### config.mk
export PLATFORM = sky130hd
export DESIGN_NAME = fetch_unit
export DESIGN_NICKNAME = d
export VERILOG_FILES = /design/src/rtl/cpu_pkg.sv /design/src/rtl/fetch_ir.sv /design/src/rtl/fetch_unit.sv
export SDC_FILE = /design/constraint.sdc
export NUM_CORES = 1
export LEC_CHECK = 0
export CORE_AREA = 2 2 70 72
export DETAILED_ROUTE_END_ITERATION = 12
export DIE_AREA = 0 0 72 74
export PLACE_DENSITY_LB_ADDON = 0.3
export SETUP_SLACK_MARGIN = 0.02
export SLEW_MARGIN = 20
export SYNTH_ARGS = -nofsm -noshare
export SYNTH_HDL_FRONTEND = slang
export SYNTH_SLANG_ARGS = --single-unit
### constraint.sdc
create_clock -name clk -period 1.35 [get_ports clk]
set_clock_uncertainty 0.05 [all_clocks]
set_input_delay 0.135 -clock clk [delete_from_list [all_inputs] [get_ports clk]]
set_output_delay 0.135 -clock clk [all_outputs]
set_load 0.01 [all_outputs]
### src/rtl/cpu_pkg.sv
// Shared CPU definitions: default datapath widths and the fetch FSM encoding.
package cpu_pkg;

  localparam int ADDR_W_DFLT  = 8;
  localparam int INSTR_W_DFLT = 16;

  typedef enum logic [1:0] {
    IDLE = 2'b00,
    REQ  = 2'b01,
    HOLD = 2'b10
  } fetch_state_e;

endpackage

### src/rtl/fetch_ir.sv
// Width-parameterised register with synchronous active-low reset and load enable.
module fetch_ir #(
  parameter int W = 8
) (
  input  logic         clk,
  input  logic         reset,
  input  logic         load,
  input  logic [W-1:0] d,
  output logic [W-1:0] q
);

  always_ff @(posedge clk) begin
    if (!reset) begin
      q <= '0;
    end else if (load) begin
      q <= d;
    end
  end

endmodule

### src/rtl/fetch_unit.sv
// Instruction fetch stage: drives the PC, reads imem over req/ack and offers
// the fetched word to decode over valid/ready, squashing wrong-path reads.
module fetch_unit
  import cpu_pkg::*;
#(
  parameter int ADDR_W  = ADDR_W_DFLT,
  parameter int INSTR_W = INSTR_W_DFLT
) (
  input  logic               clk,
  input  logic               reset,
  input  logic [ADDR_W-1:0]  pc_in,
  output logic               pc_enable,
  output logic               pc_load,
  output logic [ADDR_W-1:0]  pc_load_value,
  input  logic               redirect_valid,
  input  logic [ADDR_W-1:0]  redirect_target,
  input  logic               halt,
  output logic               imem_req,
  output logic [ADDR_W-1:0]  imem_addr,
  input  logic               imem_ack,
  input  logic [INSTR_W-1:0] imem_rdata,
  output logic               instr_valid,
  input  logic               instr_ready,
  output logic [INSTR_W-1:0] instr_data,
  output logic [ADDR_W-1:0]  instr_pc
);

  fetch_state_e       state_q;
  logic               squash_q;
  logic [ADDR_W-1:0]  fetch_addr_q;
  logic [ADDR_W-1:0]  instr_pc_q;
  logic [INSTR_W-1:0] instr_data_q;

  logic in_req;
  logic ack_ok;
  logic handshake;
  logic idle_go;
  logic hold_go;
  logic fetch_addr_load;

  assign in_req          = (state_q == REQ);
  assign instr_valid     = (state_q == HOLD) && !redirect_valid;
  assign handshake       = instr_valid && instr_ready;
  // A read is only kept if no redirect is pending or arriving with the ack.
  assign ack_ok          = in_req && imem_ack && !squash_q && !redirect_valid;
  assign idle_go         = (state_q == IDLE) && !halt && !redirect_valid;
  assign hold_go         = handshake && !halt;
  assign fetch_addr_load = idle_go || hold_go;

  assign pc_enable     = ack_ok;
  assign pc_load       = redirect_valid;
  assign pc_load_value = redirect_target;
  assign imem_req      = in_req;
  assign imem_addr     = in_req ? fetch_addr_q : '0;
  assign instr_data    = instr_data_q;
  assign instr_pc      = instr_pc_q;

  fetch_ir #(.W(ADDR_W)) u_fetch_addr (
    .clk   (clk),
    .reset (reset),
    .load  (fetch_addr_load),
    .d     (pc_in),
    .q     (fetch_addr_q)
  );

  fetch_ir #(.W(ADDR_W)) u_instr_pc (
    .clk   (clk),
    .reset (reset),
    .load  (ack_ok),
    .d     (fetch_addr_q),
    .q     (instr_pc_q)
  );

  fetch_ir #(.W(INSTR_W)) u_instr_data (
    .clk   (clk),
    .reset (reset),
    .load  (ack_ok),
    .d     (imem_rdata),
    .q     (instr_data_q)
  );

  always_ff @(posedge clk) begin
    if (!reset) begin
      state_q  <= IDLE;
      squash_q <= 1'b0;
    end else begin
      case (state_q)
        IDLE: begin
          if (idle_go) state_q <= REQ;
        end
        REQ: begin
          // The outstanding read always runs to its ack; a redirect only marks it.
          if (imem_ack) begin
            squash_q <= 1'b0;
            state_q  <= ack_ok ? HOLD : IDLE;
          end else if (redirect_valid) begin
            squash_q <= 1'b1;
          end
        end
        HOLD: begin
          if (redirect_valid) begin
            state_q <= IDLE;
          end else if (handshake) begin
            state_q <= halt ? IDLE : REQ;
          end
        end
        default: state_q <= IDLE;
      endcase
    end
  end

endmodule

Word level (Yosys, flattened, before mapping)

Cells that the tools add are included.

Output and inout bits: 44
Bits in registers: 35

Reductions and logical operators: 16
Equal/unequal tests: 5
Muxes and demuxes: 10

Operator list:

| operator           | number |
|---|---|
| $mux 2             | 5 |
| $logic_and 1x1->1  | 8 |
| $mux 8             | 1 |
| $pmux 2 s3         | 1 |
| $ne 2x2->1 const B | 2 |
| $logic_not 1->1    | 3 |
| $mux 1             | 3 |
| $ne 3x3->1 const B | 1 |
| $reduce_and 3->1   | 1 |
| $eq 2x1->1 const B | 1 |
| $eq 2x2->1 const B | 1 |
| $logic_not 2->1    | 1 |
| $reduce_and 2->1   | 1 |
| $reduce_bool 2->1  | 1 |
| $logic_or 1x1->1   | 1 |

Longest topological paths before layout

Depth after elaboration: 7
Gate-level depth with buffers: 5

Hierarchy

Synthesis repeated with hierarchy kept, for this count alone.

Cells, all modules: 136
Area total of the unflattened synthesis: 1536.5 µm²

By module, submodules not included:

| module                       | seq. area each (µm²) | area an instance (µm²) | cells each | instances |
|---|---|---|---|---|
| fetch_ir at u_instr_data     | 320.3                | 615.6                  | 51         | 1 |
| fetch_ir at u_fetch_addr ... | 160.2                | 301.5                  | 25         | 2 |
| fetch_unit                   | 60.1                 | 317.8                  | 35         | 1 |

Worst setup path before layout

Ideal clock, no wire load.

Kind: register -> register
From: reg state_q[0]
To: reg u_instr_data.q[0]
Cell stages (with the launch flop): 6
Setup time: 0.072 ns
Path slack: 0.055 ns
Period minus slack after synthesis: 1.295 ns
Arrival: 1.174 ns
Cell sequence: dfxtp_1 -> nor2b_4 -> nor4b_4 -> buf_6 -> buf_12 -> mux2i_1

Longest elaborated chain between the ends: 4

RTL lines:

| element                         | line              | text |
|---|---|---|
| start: declaration              | fetch_unit.sv:28  | `fetch_state_e state_q;` |
| start signal: assignment        | fetch_unit.sv:95  | `state_q <= ack_ok ? HOLD : IDLE;` |
| start signal: assignment        | fetch_unit.sv:104 | `state_q <= halt ? IDLE : REQ;` |
| $eq 2x1->1                      | fetch_unit.sv:41  | `assign in_req = (state_q == REQ);` |
| $logic_and 1x1->1 (3 in series) | fetch_unit.sv:45  | `assign ack_ok = in_req && imem_ack && !squash_q && !redirect_valid;` |
| net pc_enable                   | fetch_unit.sv:12  | `output logic pc_enable,` |
| end signal: assignment          | fetch_ir.sv:14    | `q <= '0;` |
| end signal: assignment          | fetch_ir.sv:16    | `q <= d;` |
| end: declaration                | fetch_ir.sv:9     | `output logic [W-1:0] q` |

The timed path passes the listed nets, and every way through them passes these cells.
A chain may end at the register's enable or synchronous reset.

Final worst setup path

From: reg state_q[0]
To: out pc_enable

Longest elaborated chain between the ends: 4

RTL lines:

| element                         | line |
|---|---|
| $eq 2x1->1                      | fetch_unit.sv:41 |
| $logic_and 1x1->1 (3 in series) | fetch_unit.sv:45 |
| end: declaration                | fetch_unit.sv:12 |

No other way between the ends.

==> results.md <==
- TritonRoute pass-1 iters: 5
- Most frequent cells in the layout: nand2_1 (56), dfxtp_1 (33), mux2i_1 (32)
- Number of I/O port buffers: 65
- Register area share after synthesis: a little under half
- Hold-fix buffers, CTS: 0
- Fin. max-slew vios: 0
- Total track usage: 13.8%
- Startpoint types: register
- Total number of vias: 1311
- Layout Utilization: 53.1%
- Vias/cell: around 4.5
- Antenna violations before repair: 0
- Endpoints failing hold: 0
- Final WL: about 3700 um
- Clk slew on worst S/H paths: 80 ps
- Cell Pwr Density: between 900 and 1000 nW/um2
- Internal power: 1.82 mW
- Post-route setup TNS: -4340 ps
- Switch share: 22.9%
- Initial drt markers: 49
- Avg Cell Area, Syn: between 9 and 10 um2
- Register bit count reported by yosys: 35
- Number of max-cap violations: 0
- Most common cell after layout, fill and taps aside: nand2_1
- DP HPWL: around 2300 um
- EDFF count, synth: 0
- RSZ-0062 raised after global routing: true
- Ratio of cells with drive above 1 in the final layout: 20.1%
- RePlAce Congestion: 0.772
- Ports: 82
- Core area: between 4000 and 5000 um2
- Period Utilization, post-route: 112%
- Synthesized Nets: 204
- Die area: 5330 um2
- Worst slew pin tran: between 300 and 400 ps
- Wire per inst: roughly 13 um
- Num rows: 25
- Fmax: 662 MHz
- Cell taking the most area after synthesis: dfxtp_1
- Top_reg_cell synth: dfxtp_1
- CTS tree: yes
- Critical path type: reg -> out
- H-tree depth: 2
- Setup-failing EPs final: 42
- Sequential Power Share: 45.6%
- First-pass GRT wire length: 5540 um
- VDD IR max: ~0.46 mV
- Cts bufs inserted: 5
- Synth cell types: 22
- Critical Path RT: around 1200 ps
- CP max FO: 3
- Num Clock Sinks: 35
- Remaining DRCs: 0
- Synth Cell Area: 1550 um2
- Die width: about 72 um
- Violated checks: setup timing
- Slew headroom: 74.2%
- Initial cell density of the core: 33.6%
- Fill cells: 449
- Crit path time final: around 1500 ps
- Clock share of power: 39.7%
- Setup crit end kind: primary output
- Arrival @ worst endpoint: 1320 ps
- Hold Path Class: in -> reg
- Ant diodes: 0
- LEAKAGE: ~1.1 nW
- Layout Area Growth over Synthesis: 58.0%
- Post-Syn Instances: between 150 and 200
- YS warnings: 0
- Vias in the first global route: ~1.2k
- GRT overflow: 0
- NetSw: around 0.54 mW
- Nets: roughly 280
- Synth area leaders: dfxtp_1 (45%), mux2i_1 (21%), nand2_1 (14%), buf_4 (4.4%), and2_1 (3.2%)
- Combinational fraction of design power: between 10 and 15%
- Multi-input logic area: roughly 700 um2
- Max Root-Sink Buffers: 2
- Clock Latency Late Sink: roughly 290 ps
- Die span in y: 74 um
- Area share of the largest cell type after synthesis: 45.3%
- Clock root buffer: clkbuf_8
- Number of antenna-violating nets in the routed design: 0
- Final WS setup: -160 ps
- Largest net degree at the start of global routing: 30
- Ys async rst share: 0%
- Status: complete, but fails checks
- Sequential cell area: roughly 700 um2
[metal layers]
metal	vias to the layer above	track usage, %	wire [um]
met3	4	4.47	283
met1	585	17.6	1620
met5	-	0	0
met4	0	6.29	31
met2	51	21.4	1730
li1	671	-	-
[cell type report]
class / instances / area share, %
Clock inverter: 3 / 1.79
Inverter: 3 / 0.461
Multi-Input combinational cell: 108 / 28.8
Sequential cell: 35 / 28.8
Tap cell: 54 / 2.76
Clock buffer: 5 / 2.82
Timing Repair Buffer: 85 / 34.6
[state kept, by name, indices dropped and copies added, names as in the netlist]
| signal | cells |
|---|---|
| u_instr_data.q | 16 |
| u_fetch_addr.q | 8 |
| state_q | 2 |
| squash_q | 1 |
| u_instr_pc.q | 8 |
[worst max-delay path, stage by stage, from the launching register on]
cell     delay (ps)
dfxtp_2         330
nor2b_4         170
buf_6           110
nor4b_4         190
buf_6           150
buf_6            90
[logic make-up after synthesis]
| kind of cell | Yosys count | share of synthesized area (%) |
|---|---|---|
| flops | 35 | 45.3 |
| compound gates | 6 | 2.67 |
| buf+inv | 23 | 10.5 |
| mux | 32 | 20.7 |
| simple gates | 70 | 20.8 |
[worst paths after layout]
kind	startpoint	end	slack (ps)	cells past startpoint
max	state_q[0]	pc_enable	-160	5
min	reset	u_instr_pc.q[6]	190	3
max reg2reg	state_q[0]	u_instr_pc.q[7]	-150	7
min reg2reg	u_instr_data.q[13]	u_instr_data.q[13]	410	2
[power by group through the flow]
stage	clock network (mW)	logic [mW]	registers, mW
CTS	0.971	0.345	1.08
detailed placement	0	0.303	1.10
global route	1.02	0.375	1.08
global placement	0	0.300	1.10
floorplan	0	0.154	1.10
finish	0.938	0.348	1.08
[timing repair]
action / CTS / global route
setup buffers: 6 / 2
setup endpoints to repair: 69 / 41
pin swaps: 1 / 0
gates cloned: 3 / 1
resized for setup: 78 / 12
[cell usage after synthesis, types with 2 or more instances]
cell type / number
mux2i_1: 32
dfxtp_1: 35
a21oi_1: 2
nand2_1: 56
inv_1: 3
buf_12: 2
buf_2: 2
and2_1: 8
clkbuf_1: 5
buf_4: 9
[per-stage QoR]
| stage | std cells | total power, mW | setup WS [ps] | area, um2 | hold WS [ps] |
|---|---|---|---|---|---|
| finish | 293 | 2.36 | -160 | 2440 | 187 |
| global route | 293 | 2.48 | -208 | 2440 | 191 |
| CTS | 291 | 2.39 | -155 | 2400 | 185 |
| detailed placement | 274 | 1.40 | -453 | 2200 | 220 |
| global placement | 274 | 1.40 | -370 | 2200 | 220 |
| floorplan | 166 | 1.26 | 54.7 | 1550 | 178 |
Note: power is estimated with default switching activity, not from simulation.
